## src/rtl/pc_fetch_stage_if.sv

```systemverilog
// Bus between the fetch stage and its surroundings: PC+4 adder, instruction
// memory, branch/jump resolution, hazard unit and the IF/ID consumer.
// The fetch stage itself connects through the slave modport; whoever drives
// the redirect/stall controls and reads the IF/ID register uses master.
interface pc_fetch_stage_if;
    logic [31:0] PCAddResult;
    logic [31:0] Instruction;
    logic        BranchTaken;
    logic [31:0] BranchTarget;
    logic        Jump;
    logic [31:0] JumpTarget;
    logic        Stall;
    logic        Halt;

    logic [31:0] PCResult;
    logic [31:0] IF_ID_Instruction;
    logic [31:0] IF_ID_PCPlus4;
    logic        IF_ID_Valid;
    logic        Halted;
    logic        MisalignFault;
    logic [31:0] FetchCount;

    modport master (
        output PCAddResult, Instruction, BranchTaken, BranchTarget,
               Jump, JumpTarget, Stall, Halt,
        input  PCResult, IF_ID_Instruction, IF_ID_PCPlus4, IF_ID_Valid,
               Halted, MisalignFault, FetchCount
    );

    modport slave (
        input  PCAddResult, Instruction, BranchTaken, BranchTarget,
               Jump, JumpTarget, Stall, Halt,
        output PCResult, IF_ID_Instruction, IF_ID_PCPlus4, IF_ID_Valid,
               Halted, MisalignFault, FetchCount
    );
endinterface

```

## src/rtl/pc_fetch_stage.sv

```systemverilog
// Instruction fetch stage: owns the architectural PC, picks the next PC
// (jump > branch > stall hold > PC+4) and loads the IF/ID pipeline register.
// A short BOOT phase follows reset; HALT and FAULT (misaligned redirect
// target) are terminal until the next reset.
// Optional build macro FETCH_COUNT_EN: when defined, FetchCount counts
// instructions loaded into IF/ID (saturating); otherwise it is tied to 0.
module pc_fetch_stage #(
    parameter logic [31:0] RESET_PC    = 32'h0000_0000,
    parameter int          BOOT_CYCLES = 2
) (
    input  logic            Clk,
    input  logic            Reset,
    pc_fetch_stage_if.slave bus
);

    typedef enum logic [1:0] {
        BOOT  = 2'd0,
        RUN   = 2'd1,
        HALT  = 2'd2,
        FAULT = 2'd3
    } state_t;

    localparam logic [3:0] BOOT_LAST = 4'(BOOT_CYCLES - 1);

    state_t      state_q, state_d;
    logic [3:0]  boot_cnt_q, boot_cnt_d;
    logic [31:0] pc_q, pc_d;
    logic [31:0] ins_q, ins_d;
    logic [31:0] p4_q, p4_d;
    logic        valid_q, valid_d;
    logic        fault_q, fault_d;

    logic        redirect;
    logic [31:0] redirect_target;
    logic        advance;

    // Decode the redirect request and whether this cycle is a plain PC+4 fetch.
    always_comb begin
        redirect        = bus.Jump | bus.BranchTaken;
        redirect_target = bus.Jump ? bus.JumpTarget : bus.BranchTarget;
        advance         = (state_q == RUN) && !bus.Halt && !redirect && !bus.Stall;
    end

    // Next-state and next-register logic; everything holds unless a case says otherwise.
    always_comb begin
        state_d    = state_q;
        boot_cnt_d = boot_cnt_q;
        pc_d       = pc_q;
        ins_d      = ins_q;
        p4_d       = p4_q;
        valid_d    = valid_q;
        fault_d    = fault_q;

        case (state_q)
            BOOT: begin
                valid_d = 1'b0;
                if (boot_cnt_q == BOOT_LAST) begin
                    state_d    = RUN;
                    boot_cnt_d = 4'd0;
                end else begin
                    boot_cnt_d = boot_cnt_q + 4'd1;
                end
            end
            RUN: begin
                if (bus.Halt) begin
                    state_d = HALT;
                    ins_d   = 32'd0;
                    p4_d    = 32'd0;
                    valid_d = 1'b0;
                end else if (redirect) begin
                    ins_d   = 32'd0;
                    p4_d    = 32'd0;
                    valid_d = 1'b0;
                    if (redirect_target[1:0] != 2'b00) begin
                        state_d = FAULT;
                        fault_d = 1'b1;
                    end else begin
                        pc_d = redirect_target;
                    end
                end else if (advance) begin
                    pc_d    = bus.PCAddResult;
                    ins_d   = bus.Instruction;
                    p4_d    = bus.PCAddResult;
                    valid_d = 1'b1;
                end
            end
            default: begin
                valid_d = 1'b0;
            end
        endcase
    end

    // FSM state and boot counter register.
    always_ff @(posedge Clk or negedge Reset) begin
        if (!Reset) begin
            state_q    <= BOOT;
            boot_cnt_q <= 4'd0;
        end else begin
            state_q    <= state_d;
            boot_cnt_q <= boot_cnt_d;
        end
    end

    // PC, IF/ID pipeline register and sticky fault flag.
    always_ff @(posedge Clk or negedge Reset) begin
        if (!Reset) begin
            pc_q    <= RESET_PC;
            ins_q   <= 32'd0;
            p4_q    <= 32'd0;
            valid_q <= 1'b0;
            fault_q <= 1'b0;
        end else begin
            pc_q    <= pc_d;
            ins_q   <= ins_d;
            p4_q    <= p4_d;
            valid_q <= valid_d;
            fault_q <= fault_d;
        end
    end

`ifdef FETCH_COUNT_EN
    logic [31:0] count_q;

    // Count every real instruction loaded into IF/ID, sticking at all-ones.
    always_ff @(posedge Clk or negedge Reset) begin
        if (!Reset) begin
            count_q <= 32'd0;
        end else if (advance && (count_q != 32'hFFFF_FFFF)) begin
            count_q <= count_q + 32'd1;
        end
    end

    assign bus.FetchCount = count_q;
`else
    assign bus.FetchCount = 32'd0;
`endif

    assign bus.PCResult          = pc_q;
    assign bus.IF_ID_Instruction = ins_q;
    assign bus.IF_ID_PCPlus4     = p4_q;
    assign bus.IF_ID_Valid       = valid_q;
    assign bus.Halted            = (state_q == HALT);
    assign bus.MisalignFault     = fault_q;

endmodule

```

## src/flat_wrapper.sv

```systemverilog
// flat-port wrapper written by rule: the top's interface ports become plain ports
module pc_fetch_stage_flat 
#(
    parameter logic [31:0] RESET_PC    = 32'h0000_0000,
    parameter int          BOOT_CYCLES = 2
)
  (Clk, Reset, bus_PCAddResult, bus_Instruction, bus_BranchTaken, bus_BranchTarget, bus_Jump, bus_JumpTarget, bus_Stall, bus_Halt, bus_PCResult, bus_IF_ID_Instruction, bus_IF_ID_PCPlus4, bus_IF_ID_Valid, bus_Halted, bus_MisalignFault, bus_FetchCount);
  pc_fetch_stage_if bus_i ();
  input  logic Clk;
  input  logic Reset;
  input wire logic [$bits(bus_i.PCAddResult)-1:0] bus_PCAddResult;
  input wire logic [$bits(bus_i.Instruction)-1:0] bus_Instruction;
  input wire logic [$bits(bus_i.BranchTaken)-1:0] bus_BranchTaken;
  input wire logic [$bits(bus_i.BranchTarget)-1:0] bus_BranchTarget;
  input wire logic [$bits(bus_i.Jump)-1:0] bus_Jump;
  input wire logic [$bits(bus_i.JumpTarget)-1:0] bus_JumpTarget;
  input wire logic [$bits(bus_i.Stall)-1:0] bus_Stall;
  input wire logic [$bits(bus_i.Halt)-1:0] bus_Halt;
  output wire logic [$bits(bus_i.PCResult)-1:0] bus_PCResult;
  output wire logic [$bits(bus_i.IF_ID_Instruction)-1:0] bus_IF_ID_Instruction;
  output wire logic [$bits(bus_i.IF_ID_PCPlus4)-1:0] bus_IF_ID_PCPlus4;
  output wire logic [$bits(bus_i.IF_ID_Valid)-1:0] bus_IF_ID_Valid;
  output wire logic [$bits(bus_i.Halted)-1:0] bus_Halted;
  output wire logic [$bits(bus_i.MisalignFault)-1:0] bus_MisalignFault;
  output wire logic [$bits(bus_i.FetchCount)-1:0] bus_FetchCount;
  assign bus_i.PCAddResult = bus_PCAddResult;
  assign bus_i.Instruction = bus_Instruction;
  assign bus_i.BranchTaken = bus_BranchTaken;
  assign bus_i.BranchTarget = bus_BranchTarget;
  assign bus_i.Jump = bus_Jump;
  assign bus_i.JumpTarget = bus_JumpTarget;
  assign bus_i.Stall = bus_Stall;
  assign bus_i.Halt = bus_Halt;
  assign bus_PCResult = bus_i.PCResult;
  assign bus_IF_ID_Instruction = bus_i.IF_ID_Instruction;
  assign bus_IF_ID_PCPlus4 = bus_i.IF_ID_PCPlus4;
  assign bus_IF_ID_Valid = bus_i.IF_ID_Valid;
  assign bus_Halted = bus_i.Halted;
  assign bus_MisalignFault = bus_i.MisalignFault;
  assign bus_FetchCount = bus_i.FetchCount;
  pc_fetch_stage #(.RESET_PC(RESET_PC), .BOOT_CYCLES(BOOT_CYCLES)) u_core (.Clk(Clk), .Reset(Reset), .bus(bus_i));
endmodule
```

## config.mk

```make
export PLATFORM = sky130hd
export DESIGN_NAME = pc_fetch_stage_flat
export DESIGN_NICKNAME = d
export VERILOG_FILES = /design/src/rtl/pc_fetch_stage_if.sv /design/src/rtl/pc_fetch_stage.sv /design/src/flat_wrapper.sv
export SDC_FILE = /design/constraint.sdc
export NUM_CORES = 1
export LEC_CHECK = 0
export CAP_MARGIN = 20
export CORE_ASPECT_RATIO = 1.75
export CORE_UTILIZATION = 40
export CTS_CLUSTER_DIAMETER = 60
export DETAILED_ROUTE_END_ITERATION = 6
export PLACE_DENSITY_LB_ADDON = 0.15
export SYNTH_ARGS = -nofsm -noshare
export SYNTH_HDL_FRONTEND = slang
export SYNTH_SLANG_ARGS = --single-unit
```

## constraint.sdc

```tcl
create_clock -name Clk -period 2 [get_ports Clk]
set_input_delay 0.4 -clock Clk [delete_from_list [all_inputs] [get_ports Clk]]
set_output_delay 0.4 -clock Clk [all_outputs]
set_load 0.02 [all_outputs]
```

## Word level (Yosys, flattened, before mapping)

Index checks and enable logic that the tools add are counted.

| word-level totals | value |
|---|---|
| logic and storage cells | 52 |
| bits in registers | 104 |
| output and inout bits | 131 |
| input bits | 134 |

| cells by class | value |
|---|---|
| $add $sub $neg | 1 |
| bitwise gates (word level) | 2 |
| mux-type cells | 19 |
| reductions and logical operators | 15 |
| equal/unequal tests | 8 |

Operator list:

| cell | count |
|---|---|
| 2-to-1 mux 32 bit | 9 |
| AND reduction 4 bit | 3 |
| 2-to-1 mux 2 bit | 4 |
| nonzero test 2 bit | 3 |
| adder 4 x 1 -> 4 bit (second input constant) | 1 |
| == test 4 x 1 -> 1 bit (second input constant) | 1 |
| 2-to-1 mux 1 bit | 4 |
| 2-to-1 mux 4 bit | 1 |
| inequality test 4 x 2 -> 1 bit (second input constant) | 1 |
| case mux 2 bit (2 select lines) | 1 |
| logical AND 1 bit | 3 |
| zero test 1 bit | 3 |
| inequality test 3 x 2 -> 1 bit (second input constant) | 1 |
| inequality test 3 bit (second input constant) | 1 |
| nonzero test 3 bit | 1 |
| == test 2 x 1 -> 1 bit (second input constant) | 1 |
| == test 2 bit (second input constant) | 1 |
| zero test 2 bit | 1 |
| inequality test 2 x 1 -> 1 bit (second input constant) | 1 |
| inequality test 2 bit (second input constant) | 1 |
| AND reduction 2 bit | 1 |
| inverter 1 bit | 1 |
| OR 1 bit | 1 |

## Longest topological paths before layout

Gate-level depths: netlist of the first run.

| depth | value |
|---|---|
| word-level depth | 8 |
| gate-level depth with buffers | 7 |
| mapped depth without buffers | 3 |

## Least setup slack after synthesis of the first run

OpenSTA, ideal clock, no wires.

| timing | value |
|---|---|
| kind | input port to flip-flop |
| from | input bus_Stall |
| to | register u_core.pc_q[10], in the netlist u_core.bus.PCResult[10] |
| data required time | 1,875 ps |
| arrival time | 1,533 ps |
| path slack | 341 ps |
| path buffers | 2 |
| stages on the path | 5 |
| library setup time | 125 ps |
| cell sequence | buf_2 -> or3b_1 -> o2111a_2 -> buf_6 -> mux2_4 |

| on the way | value |
|---|---|
| longest elaborated chain between the ends | 4 |

RTL lines:

| item | line | text |
|---|---|---|
| start, declared | flat_wrapper.sv:17 | `input wire logic [$bits(bus_i.Stall)-1:0] bus_Stall;` |
| zero test 1 bit | pc_fetch_stage.sv:41 | `advance = (state_q == RUN) && !bus.Halt && !redirect && !bus.Stall;` |
| logical AND 1 bit | pc_fetch_stage.sv:41 |  |
| nonzero test 2 bit (no source line) | n/a |  |
| AND reduction 4 bit (no source line) | n/a |  |
| end signal, assigned | pc_fetch_stage.sv:113 | `pc_q <= pc_d;` |
| end, declared | pc_fetch_stage.sv:27 | `logic [31:0] pc_q, pc_d;` |

No other way between the ends.
A chain may end at the register's enable or synchronous reset.

## Final worst setup path of the first run

| timing | value |
|---|---|
| from | input bus_BranchTarget[0] |
| to | register u_core.pc_q[14], in the netlist u_core.bus.PCResult[14] |

| on the way | value |
|---|---|
| longest elaborated chain between the ends | 4 |

RTL lines:

| item | line | text |
|---|---|---|
| start, declared | flat_wrapper.sv:14 | `input wire logic [$bits(bus_i.BranchTarget)-1:0] bus_BranchTarget;` |
| 2-to-1 mux 32 bit | pc_fetch_stage.sv:40 | `redirect_target = bus.Jump ? bus.JumpTarget : bus.BranchTarget;` |
| nonzero test 2 bit | pc_fetch_stage.sv:74 | `if (redirect_target[1:0] != 2'b00) begin` |
| inequality test 2 bit (no source line) | n/a |  |
| AND reduction 4 bit (no source line) | n/a |  |

No other way between the ends.

==> results_dict.tcl, run 1 <==
set metrics [dict create \
    status "completed" \
    clkLatencyLatePin_ps 350 \
    synthArstFlopShare_pct 100 \
    path_clk_slew_ps 70 \
    cp_num_buf_inv 2 \
    place.gp.congestion 0.760 \
    die_x_um 88.0 \
    design_area_um2 7840 \
    rows 54 \
    syn_area_per_cell_um2 12.0 \
    postPlaceCellArea_um2 7560 \
    detail-route-antenna-nets 0 \
    diodes 0 \
    cp_max_fo 11 \
    crit_path_start_kind "input port" \
    root_buffer "clkbuf_16" \
    timing.final.ws_setup_ps 196 \
    pre_cts_slack_ps -153 \
    cp_slowest_cell "clkdlybuf4s50_1" \
    leakagePower_uw 0.00372 \
    arrival_ps 2030 \
    grt_pass1_vias 4219 \
    min_path_type "in2async" \
    yosysTopAreaCellShare_pct 50.3 \
    numCtsBuffers 9 \
    final_cells 830 \
    synth_common_cells "dfrtp_1, a21o_1, buf_4, mux2i_1, o21ai_0" \
    drt_iter0_markers 107 \
    layout.nets 791 \
    relSlewSlack_pct 62.2 \
    seqCellArea_um2 2600 \
    skew_ps 10.2 \
    maxClockFrequency_mhz 554 \
    dp_hpwl_um 10400 \
    synth_area_leaders "dfrtp_1, mux2_4, mux2i_1, nor4b_1, a22o_1" \
    criticalPathCategory "in2reg" \
    synth_area_um2 5170 \
    ir_worst_vdd_uv 479 \
    via_count 4164 \
    synthFlopType "dfrtp_1" \
    drc_errors 0 \
    dieArea_um2 13400 \
    ctsHoldBuffers 0 \
    met1_length_um 5240 \
    nFillCells 1047 \
    yosysTopAreaCell "dfrtp_1" \
    worst_slew_pin_slew_ps 566 \
    topRoutingLayerUsed "met4" \
    core_area_um2 12600 \
    synthMostInstantiatedCell "dfrtp_1" \
    area_delta_synth_final_pct 51.6 \
    grt_pass1_wl_um 21900 \
    avgRoutedWirePerCell_um 16.9 \
    finalWirelength_um 14000 \
    worst_hold_slack_ps 82.3 \
    dp_cells 814 \
    met2_length_um 7300 \
    multiInputGateArea_um2 2220 \
    grt_max_degree 105 \
    slew_violations 0 \
    htree_levels 3 \
    vias_per_cell 5.02 \
    synth-seq-area-share_pct 50.3 \
    total_power_uw 5340 \
    cp_cell_sequence "clkdlybuf4s50_1 -> o21ai_0 -> o2111a_2 -> buf_4 -> mux2_4" \
    die_h_um 152 \
    cts_sinks 104 \
    final-setup-viol-count 0 \
    synth_seq_cells 104 \
    synth_edf_count 0 \
    firstDrtPassIters 4 \
    clock_path_buffers 2 \
    drive_gt1_share_pct 11.3 \
    start_util_pct 41.2 \
    hold_viol 0 \
    synthCells 432 \
    rsz0062_at_grt "false" \
    yosysWarnings 0 \
    required_ps 2220 \
    gr-total-overflow 0 \
    yosysUniqueCellTypes 37 \
    layout_min_cycle_time_ps 1800 \
    antenna_found_initial 0 \
    period_share_pct 90.2 \
    critPathMaxStageDelay_ps 450 \
    maxCapViolCount 0 \
    worstSetupEndpointType "flop" \
    wl_met3_um 1010 \
    grtUsageTotal_pct 21.5 \
    crit_family "buffers and inverters" \
    p_per_area_nw_per_um2 681 \
    io_pins 265 \
    placement.io_buffers 232 \
    cts_tree "yes" \
]
==> logic make-up (layout without fill, tap and decap cells) <==
logic type,Yosys count,in the layout,synth area share (%)
xor+xnor,3,3,0.508
simple gates,79,79,9.41
other cells,1,32,0.0725
mux,67,67,15.8
buf+inv,73,272,9.36
flops,104,104,50.3
compound gates,105,105,14.5
==> what timing repair did <==
item,in CTS,in global routing
setup endpoints to repair,0,1
setup buffers,0,0
hold endpoints to repair,0,0
gates resized for setup,0,1
==> worst paths after layout <==
path	from	end	slack [ps]	cells past startpoint
max	bus_BranchTarget[0]	u_core.bus.PCResult[14]	200	5
max reg2reg	u_core.state_q[1]	u_core.bus.IF_ID_Instruction[21]	330	5
min	Reset	u_core.bus.IF_ID_PCPlus4[27]	80	2
max in group asynchronous	Reset	u_core.bus.PCResult[5]	1470	2
min in group Clk	bus_BranchTaken	u_core.bus.IF_ID_Valid	430	4
min reg2reg	u_core.bus.MisalignFault	u_core.bus.MisalignFault	460	1
==> layout make-up <==
| type | count | area share (%) |
|---|---|---|
| sequential | 104 | 33.2 |
| tap | 168 | 2.68 |
| inverter | 5 | 0.239 |
| clock buffer | 9 | 2.87 |
| clock inverter | 7 | 0.686 |
| timing repair buffer | 251 | 32.0 |
| multi-input combinational | 286 | 28.3 |
==> sequential cells by signal, indices dropped and copies added (netlist names) <==
register and count:
u_core.bus.IF_ID_Instruction 32, u_core.boot_cnt_q 4, u_core.bus.IF_ID_Valid 1, u_core.bus.MisalignFault 1, u_core.bus.IF_ID_PCPlus4 32, u_core.state_q 2, u_core.bus.PCResult 32
==> routing by layer <==
layer  GRT usage (%)  vias to the layer above
met5               0                        -
met4            8.90                        0
met3            5.47                       28
met2            37.4                      183
met1            24.4                     2011
li1                -                     1942
==> metrics by stage <==
step                util [%]  setup TNS (ps)
floorplan                  -               0
global placement        60.2           -4700
detailed placement      60.2           -8710
CTS                     62.4               0
global route            62.4               0
finish                  62.4               0
==> layout by cell type (no fill, tap or decap), types with 2 or more instances in the layout <==
cell,n
clkdlybuf4s50_1,227
dfrtp_1,104
a21o_1,34
mux2i_1,34
o21ai_0,33
conb_1,32
nor4b_1,31
nand2_1,31
a22o_1,30
mux2_4,28
buf_4,15
clkbuf_16,9
nor2_1,7
inv_1,5
buf_12,5
mux2_2,3
buf_2,3
mux2_1,2
xnor2_1,2
o2bb2ai_1,2
clkinvlp_4,2
inv_6,2
clkinv_2,2
==> power breakdown <==
group          switching (uW)  internal (uW)
Clock                     802            858
Sequential                113           2270
Combinational             580            717
Total                    1500           3840
Power figures use the tool's default switching activity.
==> run 2: changes to the inputs <==
- CAP_MARGIN: 20 -> 25
==> results of run 2 <==
Final layout, timing and power as in run 1 (identical DEF).
==> run 3: changes to the inputs <==
- CORE_UTILIZATION: 40 -> 50
- DONT_BUFFER_PORTS: default -> 1
==> run 3 against run 2 <==
  * The run now ends with hold timing left
  * Global-route usage increased by 0.18 points
  * Count of clock-buffer cells in the layout grew 1
  * Core utilization down 8.2 points
  * Register-to-register slack got worse by 40 ps
  * First-iteration DRC count down 1.9%
  * Cell count shrank 34%
  * Via count fell by 22%
  * Sequential share of layout area grew 15 points
  * Total power shrank 10%
  * Highest routed layer unchanged
==> results_dict.tcl, run 3 (synthesis gave the netlist of run 1 again) <==
set metrics [dict create \
    drc_errors 0 \
    layout_min_cycle_time_ps 1710 \
    criticalPathCategory "reg2reg" \
    drive_gt1_share_pct 14.5 \
    min_path_type "in2async" \
    gr-total-overflow 0 \
    cts_setup_buffers 0 \
    rsz0062_at_grt "false" \
    status "finished with violations" \
    ir_worst_vdd_uv 479 \
    die_h_um 137 \
    core_area_um2 9970 \
    mostFrequentLayoutCell "dfrtp_1" \
    total_power_uw 4800 \
    required_ps 2220 \
    mostFrequentLayoutCells "dfrtp_1, a21o_1, mux2i_1" \
    grt_pass1_vias 3342 \
    start_util_pct 51.9 \
    maxCapViolCount 0 \
    antenna_found_initial 0 \
    dp_hpwl_um 8170 \
    worst_hold_slack_ps -257 \
    hold_viol 104 \
    avgRoutedWirePerCell_um 21.2 \
    timing.final.ws_setup_ps 291 \
    p_per_area_nw_per_um2 889 \
    leakagePower_uw 0.00280 \
    final-setup-viol-count 0 \
    io_pins 265 \
    dieArea_um2 10800 \
    arrival_ps 1930 \
    path_clk_slew_ps 70 \
    worstSetupEndpointType "flop" \
    die_x_um 78.9 \
    clkLatencyLatePin_ps 340 \
    reg2reg_depth 4 \
    crit_path_start_kind "flop" \
    detail-route-antenna-nets 0 \
    nFillCells 862 \
    clock_path_buffers 2 \
    rows 48 \
    area_delta_synth_final_pct 4.45 \
    grtUsageTotal_pct 21.7 \
    placement.io_buffers 0 \
    fin_tns_setup_ps 0 \
    drt_iter0_markers 105 \
    place.gp.congestion 0.761 \
    grt_max_degree 105 \
    maxClockFrequency_mhz 585 \
    slew_violations 0 \
    layout.nets 549 \
    via_count 3239 \
    ctsResizeCount 0 \
    root_buffer "clkbuf_16" \
    finalWirelength_um 11500 \
    utilization_pct 54.2 \
    pre_cts_slack_ps 291 \
    htree_levels 3 \
    diodes 0 \
    vias_per_cell 5.94 \
    firstDrtPassIters 4 \
    cp_max_fo 32 \
    cts_sinks 104 \
    skew_ps 8.22 \
    numCtsBuffers 9 \
    violations "hold timing" \
    period_share_pct 85.5 \
    grt_pass1_wl_um 17600 \
    cts_tree "yes" \
]
-- run 3: area by class of cell --
cell class | count | area [um2] | area share [%]
Timing Repair Buffer | 9 | 92.6 | 1.71
Inverter | 5 | 18.8 | 0.347
Clock inverter | 6 | 75.1 | 1.39
Clock buffer | 10 | 239 | 4.42
Sequential cell | 104 | 2600 | 48.2
Tap cell | 125 | 156 | 2.89
Multi-Input combinational cell | 286 | 2220 | 41.1
-- run 3: worst paths after layout --
path / start / endpoint / slack, ps
worst max register to register: u_core.state_q[1] / u_core.bus.PCResult[2] / 290
worst max-delay path: u_core.state_q[1] / u_core.bus.PCResult[2] / 290
worst min register to register: u_core.boot_cnt_q[3] / u_core.boot_cnt_q[3] / 470
worst min-delay path: Reset / u_core.bus.IF_ID_Instruction[27] / -260
min in group Clk: bus_Halt / u_core.bus.IF_ID_Valid / 130
max in group asynchronous: Reset / u_core.boot_cnt_q[1] / 2050
-- run 3: worst max-delay path: stages, from the launching register on --
cell      delay (ps)
dfrtp_1          430
nor3b_2          270
o2111a_2         260
buf_12           260
mux2_1           350
-- run 3: through the flow --
step | hold slack (ps) | std cells | cell area [um2]
finish | -257 | 545 | 5400
global route | -273 | 545 | 5400
CTS | -270 | 545 | 5400
detailed placement | 107 | 529 | 5090
global placement | 107 | 529 | 5090
floorplan | 104 | 463 | 5290
-- run 3: per-layer routing --
layer  GRT usage [%]  share of wire [%]  up-vias
li1                -                  -     1462
met1            23.7                 36     1578
met2            38.4                 54      178
met3            7.07                8.2       21
met4            8.69                2.3        0
met5               0                  0        -
-- run 3: report_power, final --
group / internal, uW / switching, uW
registers: 2270 / 342
clock network: 1020 / 785
logic: 220 / 166
total: 3510 / 1290
